`config.mk`:
```
export PLATFORM = sky130hd
export DESIGN_NAME = pattern_scan_ctrl
export DESIGN_NICKNAME = d
export VERILOG_FILES = /design/src/rtl/pattern_scan_ctrl.sv
export SDC_FILE = /design/constraint.sdc
export NUM_CORES = 1
export LEC_CHECK = 0
export CELL_PAD_IN_SITES_DETAIL_PLACEMENT = 1
export CELL_PAD_IN_SITES_GLOBAL_PLACEMENT = 1
export CORE_UTILIZATION = 51
export CTS_CLUSTER_DIAMETER = 30
export DETAILED_ROUTE_END_ITERATION = 6
export DONT_BUFFER_PORTS = 1
export HOLD_SLACK_MARGIN = 0.03
export PLACE_DENSITY_LB_ADDON = 0.3
export SLEW_MARGIN = 0
export SYNTH_ARGS = -nofsm -noshare
export SYNTH_HDL_FRONTEND = slang
export SYNTH_SLANG_ARGS = --single-unit
```
`constraint.sdc`:
```
create_clock -name clk -period 5.6 [get_ports clk]
set_input_delay 1.4 -clock clk [delete_from_list [all_inputs] [get_ports clk]]
set_output_delay 1.4 -clock clk [all_outputs]
set_load 0.02 [all_outputs]
```
`src/rtl/pattern_scan_ctrl.sv`:
```
// Serial pattern-scan controller.
// Accepts a start request with a pattern/length/overlap configuration, then
// consumes cfg_len serial bits under a valid/ready handshake, pulsing and
// counting every occurrence of the pattern in the stream. A one-cycle DONE
// state marks the end of each scan before returning to IDLE.
module pattern_scan_ctrl #(
  parameter int PAT_W = 4
) (
  input  logic             clk,
  input  logic             rst,
  input  logic             start,
  input  logic [PAT_W-1:0] cfg_pattern,
  input  logic [7:0]       cfg_len,
  input  logic             cfg_overlap,
  input  logic             bit_valid,
  input  logic             x,
  output logic             bit_ready,
  output logic             busy,
  output logic             done,
  output logic             match_pulse,
  output logic [7:0]       match_count
);

  typedef enum logic [1:0] {
    IDLE = 2'd0,
    SCAN = 2'd1,
    DONE = 2'd2
  } state_t;

  // Fill counter saturates at the pattern length; 4 bits covers PAT_W up to 8.
  localparam logic [3:0] FULL = 4'(PAT_W);

  state_t           state;
  logic [PAT_W-1:0] pat_q;
  logic [7:0]       len_q;
  logic             overlap_q;
  logic [PAT_W-1:0] shreg;
  logic [3:0]       fill;
  logic [7:0]       seen;

  logic [PAT_W-1:0] shreg_nxt;
  logic [3:0]       fill_inc;
  logic             hit;
  logic             last_bit;

  // Ready depends on the state alone so upstream never sees a combinational loop.
  assign bit_ready = (state == SCAN);

  // Window, fill and end-of-scan evaluation for the bit currently presented.
  always_comb begin
    shreg_nxt = {shreg[PAT_W-2:0], x};
    fill_inc  = (fill == FULL) ? FULL : fill + 4'd1;
    hit       = (fill_inc == FULL) && (shreg_nxt == pat_q);
    last_bit  = ((seen + 8'd1) == len_q);
  end

  // Control FSM with registered status outputs and scan datapath state.
  always_ff @(posedge clk or negedge rst) begin
    if (!rst) begin
      state       <= IDLE;
      pat_q       <= '0;
      len_q       <= '0;
      overlap_q   <= 1'b0;
      shreg       <= '0;
      fill        <= '0;
      seen        <= '0;
      busy        <= 1'b0;
      done        <= 1'b0;
      match_pulse <= 1'b0;
      match_count <= '0;
    end else begin
      match_pulse <= 1'b0;
      done        <= 1'b0;
      case (state)
        IDLE: begin
          if (start) begin
            pat_q       <= cfg_pattern;
            len_q       <= cfg_len;
            overlap_q   <= cfg_overlap;
            shreg       <= '0;
            fill        <= '0;
            seen        <= '0;
            match_count <= '0;
            busy        <= 1'b1;
            if (cfg_len != 8'd0) begin
              state <= SCAN;
            end else begin
              state <= DONE;
              done  <= 1'b1;
            end
          end
        end
        SCAN: begin
          if (bit_valid) begin
            shreg <= shreg_nxt;
            seen  <= seen + 8'd1;
            if (hit) begin
              match_pulse <= 1'b1;
              match_count <= match_count + 8'd1;
              // Non-overlapping mode discards the matched window entirely.
              fill        <= overlap_q ? FULL : 4'd0;
            end else begin
              fill <= fill_inc;
            end
            if (last_bit) begin
              state <= DONE;
              done  <= 1'b1;
            end
          end
        end
        DONE: begin
          state <= IDLE;
          busy  <= 1'b0;
        end
        default: begin
          state <= IDLE;
          busy  <= 1'b0;
        end
      endcase
    end
  end

endmodule

```
# Yosys cells after proc, flatten, opt, wreduce, memory -nomap -nowiden

Cells that the tools add are included.

Eq/ne operators: 9
Bitwise logic cells: 1
Reductions and logical operators: 9
Add/sub/neg operators: 3
Muxes and demuxes: 29

Operators by type and width:

| cell                | number |
|---|---|
| $mux 8              | 4 |
| $pmux 8 s2          | 2 |
| $add 8x1->8 const B | 2 |
| $mux 4              | 4 |
| $eq 4x3->1 const B  | 2 |
| $eq 8x8->1          | 1 |
| $mux 1              | 8 |
| $mux 2              | 4 |
| $pmux 4 s2          | 1 |
| $reduce_bool 8->1   | 1 |
| $mux 3              | 2 |
| $pmux 3 s2          | 1 |
| $reduce_and 3->1    | 2 |
| $add 4x1->4 const B | 1 |
| $eq 4x4->1          | 1 |
| $ne 2x1->1 const B  | 2 |
| $ne 2x2->1 const B  | 2 |
| $pmux 1 s2          | 2 |
| $pmux 2 s2          | 1 |
| $reduce_and 2->1    | 2 |
| $reduce_and 4->1    | 1 |
| $eq 2x1->1 const B  | 1 |
| $logic_not 2->1     | 1 |
| $reduce_bool 2->1   | 1 |
| other kinds (2)     | 2 |

Logic and storage cells: 62
Register bits: 41
Bits of input ports: 18
Output and inout port bits: 12

# Logic depth before layout (Yosys ltp)

Word-level depth: 7
Mapped depth: 8
Gate-level depth less buffers: 8

# Worst setup path before layout

Ideal clock, no wire load.

Path kind: input-to-reg
From: in start
To: reg match_count[6]
Slack: 3082 ps
Arrival: 2387 ps
Library setup time: 132 ps
Stages on the path: 6
Data required time: 5468 ps
Buffers on the path: 0
Cell sequence: nand2b_1 a21o_1 or3_1 a21oi_1 xnor2_1 nor2_1

Word-level cells in the longest chain between the ends: 2

RTL lines:

| what                       | RTL line | source |
|---|---|---|
| from (decl)                | 11       | `input logic start,` |
| $ne 2x2->1 (no line)       | n/a      |  |
| $reduce_and 4->1 (no line) | n/a      |  |
| to (signal assigned)       | 99       | `match_count <= match_count + 8'd1;` |
| to (decl)                  | 21       | `output logic [7:0] match_count` |

No other way between the ends.
A chain may end at the register's enable or synchronous reset.

# Final worst setup path

From: reg state[0]
To: out bit_ready

Word-level cells in the longest chain between the ends: 1

RTL lines:

| what                   | RTL line | source |
|---|---|---|
| from (decl)            | 33       | `state_t state;` |
| from (signal assigned) | 60       | `state <= IDLE;` |
| from (signal assigned) | 86       | `state <= SCAN;` |
| from (signal assigned) | 88       | `state <= DONE;` |
| $eq 2x1->1             | 47       | `assign bit_ready = (state == SCAN);` |
| to (decl)              | 17       | `output logic bit_ready,` |

No other way between the ends.

==> summary.txt <==
Outcome
  • Run status: completed

Place
  • DP Wirelength: between 3000 and 4000 microns
  • Routability cong.: approximately 0.76
  • PortBufs: 0
  • Post-DP Area: approximately 2200 sq um

Synth
  • Distinct cells, synth: 43
  • Post-synth top area cell: dfrtp_1
  • Number of synthesized flops with an enable pin: 0
  • Syn avg cell area: between 8 and 9 sq um
  • Sequential-to-total area share from yosys stat: between 40% and 50%
  • Top cells by count, synth: 62 x nand2_1, 41 x dfrtp_1, 13 x o21ai_0
  • Synth warnings: 0
  • Ys async rst share: 100%
  • Most frequent cell after synthesis: nand2_1
  • Main synth FF type: dfrtp_1
  • Synth top area share: a little under half
  • Synth Register Bits: 41
  • Synthesized netlist cell count: around 240
  • Post-synthesis cell area: about 2100 sq um
  • Syn_nets: 261
  • Area contributors post-synth: dfrtp_1 48%, nand2_1 11%, xnor2_1 4.1%

Worst setup path
  • Worst EP arrival: 1.82 ns
  • Slowest CP cell: nor2b_1
  • CP Class: reg2out
  • Crit-path max cell delay: about 0.97 ns
  • WP data required: ~4.2 ns
  • Crit path cell chain: nor2b_1
  • Crit start category: flop
  • CP Max Fanout: 11
  • Largest delay share family, worst path: simple AND/OR/NAND/NOR gates
  • Crit. End Element: output pin
  • WP buf/inv: 0

Die
  • Full die area: between 4000 and 5000 sq um
  • Row cnt: 23
  • Core ar.: slightly above 4000 sq um
  • Ports: 30
  • Die height: 66.9 microns
  • Die Width: 66.9 microns
  • Initial Util: 53.3%

Layout
  • # diodes: 0
  • Layout cells sized above 1: 5.11%
  • Area growth syn-to-layout: 5.42%
  • Post-route cell area: ~2300 sq um
  • Layout fillers: roughly 480
  • Post-Route Utilization: 56.2%
  • Net count, final: between 200 and 300

Clock tree
  • Hold_buf cts: 0
  • Max Root-Sink Buffers: 2
  • Post-CTS setup buffer count: 0
  • PostCTS Resize Cnt: 0
  • H-tree depth: 2
  • CTS Buf Count: 5
  • Clk_lat worst skew: 0.30 ns
  • Root Buffer: clkbuf_8
  • TritonCTS clock tree: built
  • TritonCTS Sinks: 41
  • Clk slew on worst S/H paths: roughly 0.090 ns

Power and ir drop
  • LEAKAGE: a little over 1 nW
  • Combinational power share: roughly a third
  • Sw Ratio: about two fifths
  • P_int: around 0.0007 W
  • Clk pwr share: 20.0%
  • Share of power burned in registers: ~45%
  • Worst IR Drop VDD: 279 uV
  • P_sw: between 0.0004 and 0.0005 W
  • PwrDens: 514 nW/um^2

Detailed routing
  • Drt pass-1 iters: 4
  • Routed len/inst: between 15 and 20 microns
  • Total Wirelength: around 5200 microns
  • Detailed-route via count: ~1,700
  • DRT iter0 DRCs: 73
  • Routed Antenna Nets: 0
  • # DRC: 0
  • Via/cell ratio: slightly below 6

Timing
  • Hold WS: 0.494 ns
  • Final Hold Fails: 0
  • Actual slew at the worst max-slew pin: between 1 and 1.5 ns
  • Max-slew headroom: around a fifth
  • Fin. max-slew vios: 0
  • Clock skew: between 0.01 and 0.015 ns
  • Tcrit/Tclk final: between 50% and 60%
  • Final Setup Violations: 0
  • Fmax: around 310 MHz
  • TNS Setup: 0 ns
  • Min Clock Period, post-route: 3.22 ns
  • RSZ-0062 raised after global routing: false

Global route
  • Largest net degree at the start of global routing: 42
  • Initial antenna violation count: 0
  • GR Overflow Total: 0
  • GRT Total Usage: a little over a quarter
  • First-pass GRT wire length: approximately 8400 microns
  • Number of global-route vias before repair: between 1,500 and 2,000

Worst hold path
  • Worst hold path class: reg2reg

Flow run
  • Max-Cap Viols: 0
-- layout make-up --
class / count / area, sq um / area share (%)
Multi-Input combinational cell: 183 / 1060 / 46.7
Sequential cell: 41 / 1030 / 45.3
Clock buffer: 5 / 68.8 / 3.04
Tap cell: 50 / 62.6 / 2.76
Clock inverter: 2 / 35.0 / 1.55
Inverter: 4 / 15.0 / 0.663
-- power groups by stage --
stage          registers [W]  logic [W]  clock network, W
3_5_place_dp        0.000532   0.000400                 0
2_1_floorplan       0.000491   0.000334                 0
6_report            0.000527   0.000404          0.000233
3_3_place_gp        0.000526   0.000381                 0
5_1_grt             0.000541   0.000455          0.000246
4_1_cts             0.000527   0.000406          0.000235
-- final timing paths --
kind | slack (ns) | cells after the start | start | to
min reg2reg | 0.49 | 2 | pat_q[0]$_DFFE_PN0P_ | pat_q[0]$_DFFE_PN0P_
max reg2reg | 2.57 | 4 | state[0]$_DFFE_PN0P_ | state[1]$_DFFE_PN0P_
min | 0.49 | 2 | pat_q[0]$_DFFE_PN0P_ | pat_q[0]$_DFFE_PN0P_
max in group asynchronous | 4.72 | 0 | rst | pat_q[1]$_DFFE_PN0P_
max | 2.38 | 1 | state[0]$_DFFE_PN0P_ | bit_ready
min in group asynchronous | 0.78 | 0 | rst | len_q[4]$_DFFE_PN0P_
-- cells by family after synthesis --
logic type	count (synthesis)	synth area share (%)
flip-flops	41	47.8
AND/OR/NAND/NOR	117	25.6
AO/OA/AOI/OAI	40	12.1
multiplexers	4	1.86
adder cells (fa/ha/maj)	4	2.33
XOR/XNOR	18	7.34
buffers and inverters	15	3.03
-- stage by stage --
| stage | setup slack, ns | total power, W | instances |
|---|---|---|---|
| floorplan | 3.08 | 0.000825 | 239 |
| global placement | 2.78 | 0.000908 | 278 |
| detailed placement | 2.72 | 0.000932 | 278 |
| CTS | 2.41 | 0.00117 | 285 |
| global route | 2.30 | 0.00124 | 285 |
| finish | 2.38 | 0.00116 | 285 |
-- layer usage --
metal / routed length (microns) / GRT usage (%) / up-vias
li1: - / - / 806
met1: 2270 / 33.0 / 843
met2: 2540 / 42.8 / 41
met3: 223 / 5.65 / 11
met4: 121 / 10.6 / 0
met5: 0 / 0 / -
-- worst reg2reg max path, stage by stage (launching register included) --
cell	delay (ns)
dfrtp_1	0.54
nor2b_1	0.97
nand2_1	0.58
or4_1	0.65
o22ai_1	0.20
-- state kept, by name (all words and copies together), names as in the netlist --
name,flops
len_q,8
match_count,8
seen,8
fill,4
pat_q,4
shreg,3
state,2
busy,1
done,1
match_pulse,1
overlap_q,1
-- cell usage in the layout, fill, tap and decap left out, types with 5 or more instances in the layout --
cell      Yosys  routed
nand3_1      12      12
xnor2_1      10      10
nor2_1       11      11
nand2b_1      5       5
clkbuf_8      0       5
a21oi_1      11      11
nand4_1       5       5
nand2_1      62      62
dfrtp_1      41      41
o21ai_0      13      13
xor2_1        8       8
Power figures use the tool's default switching activity.
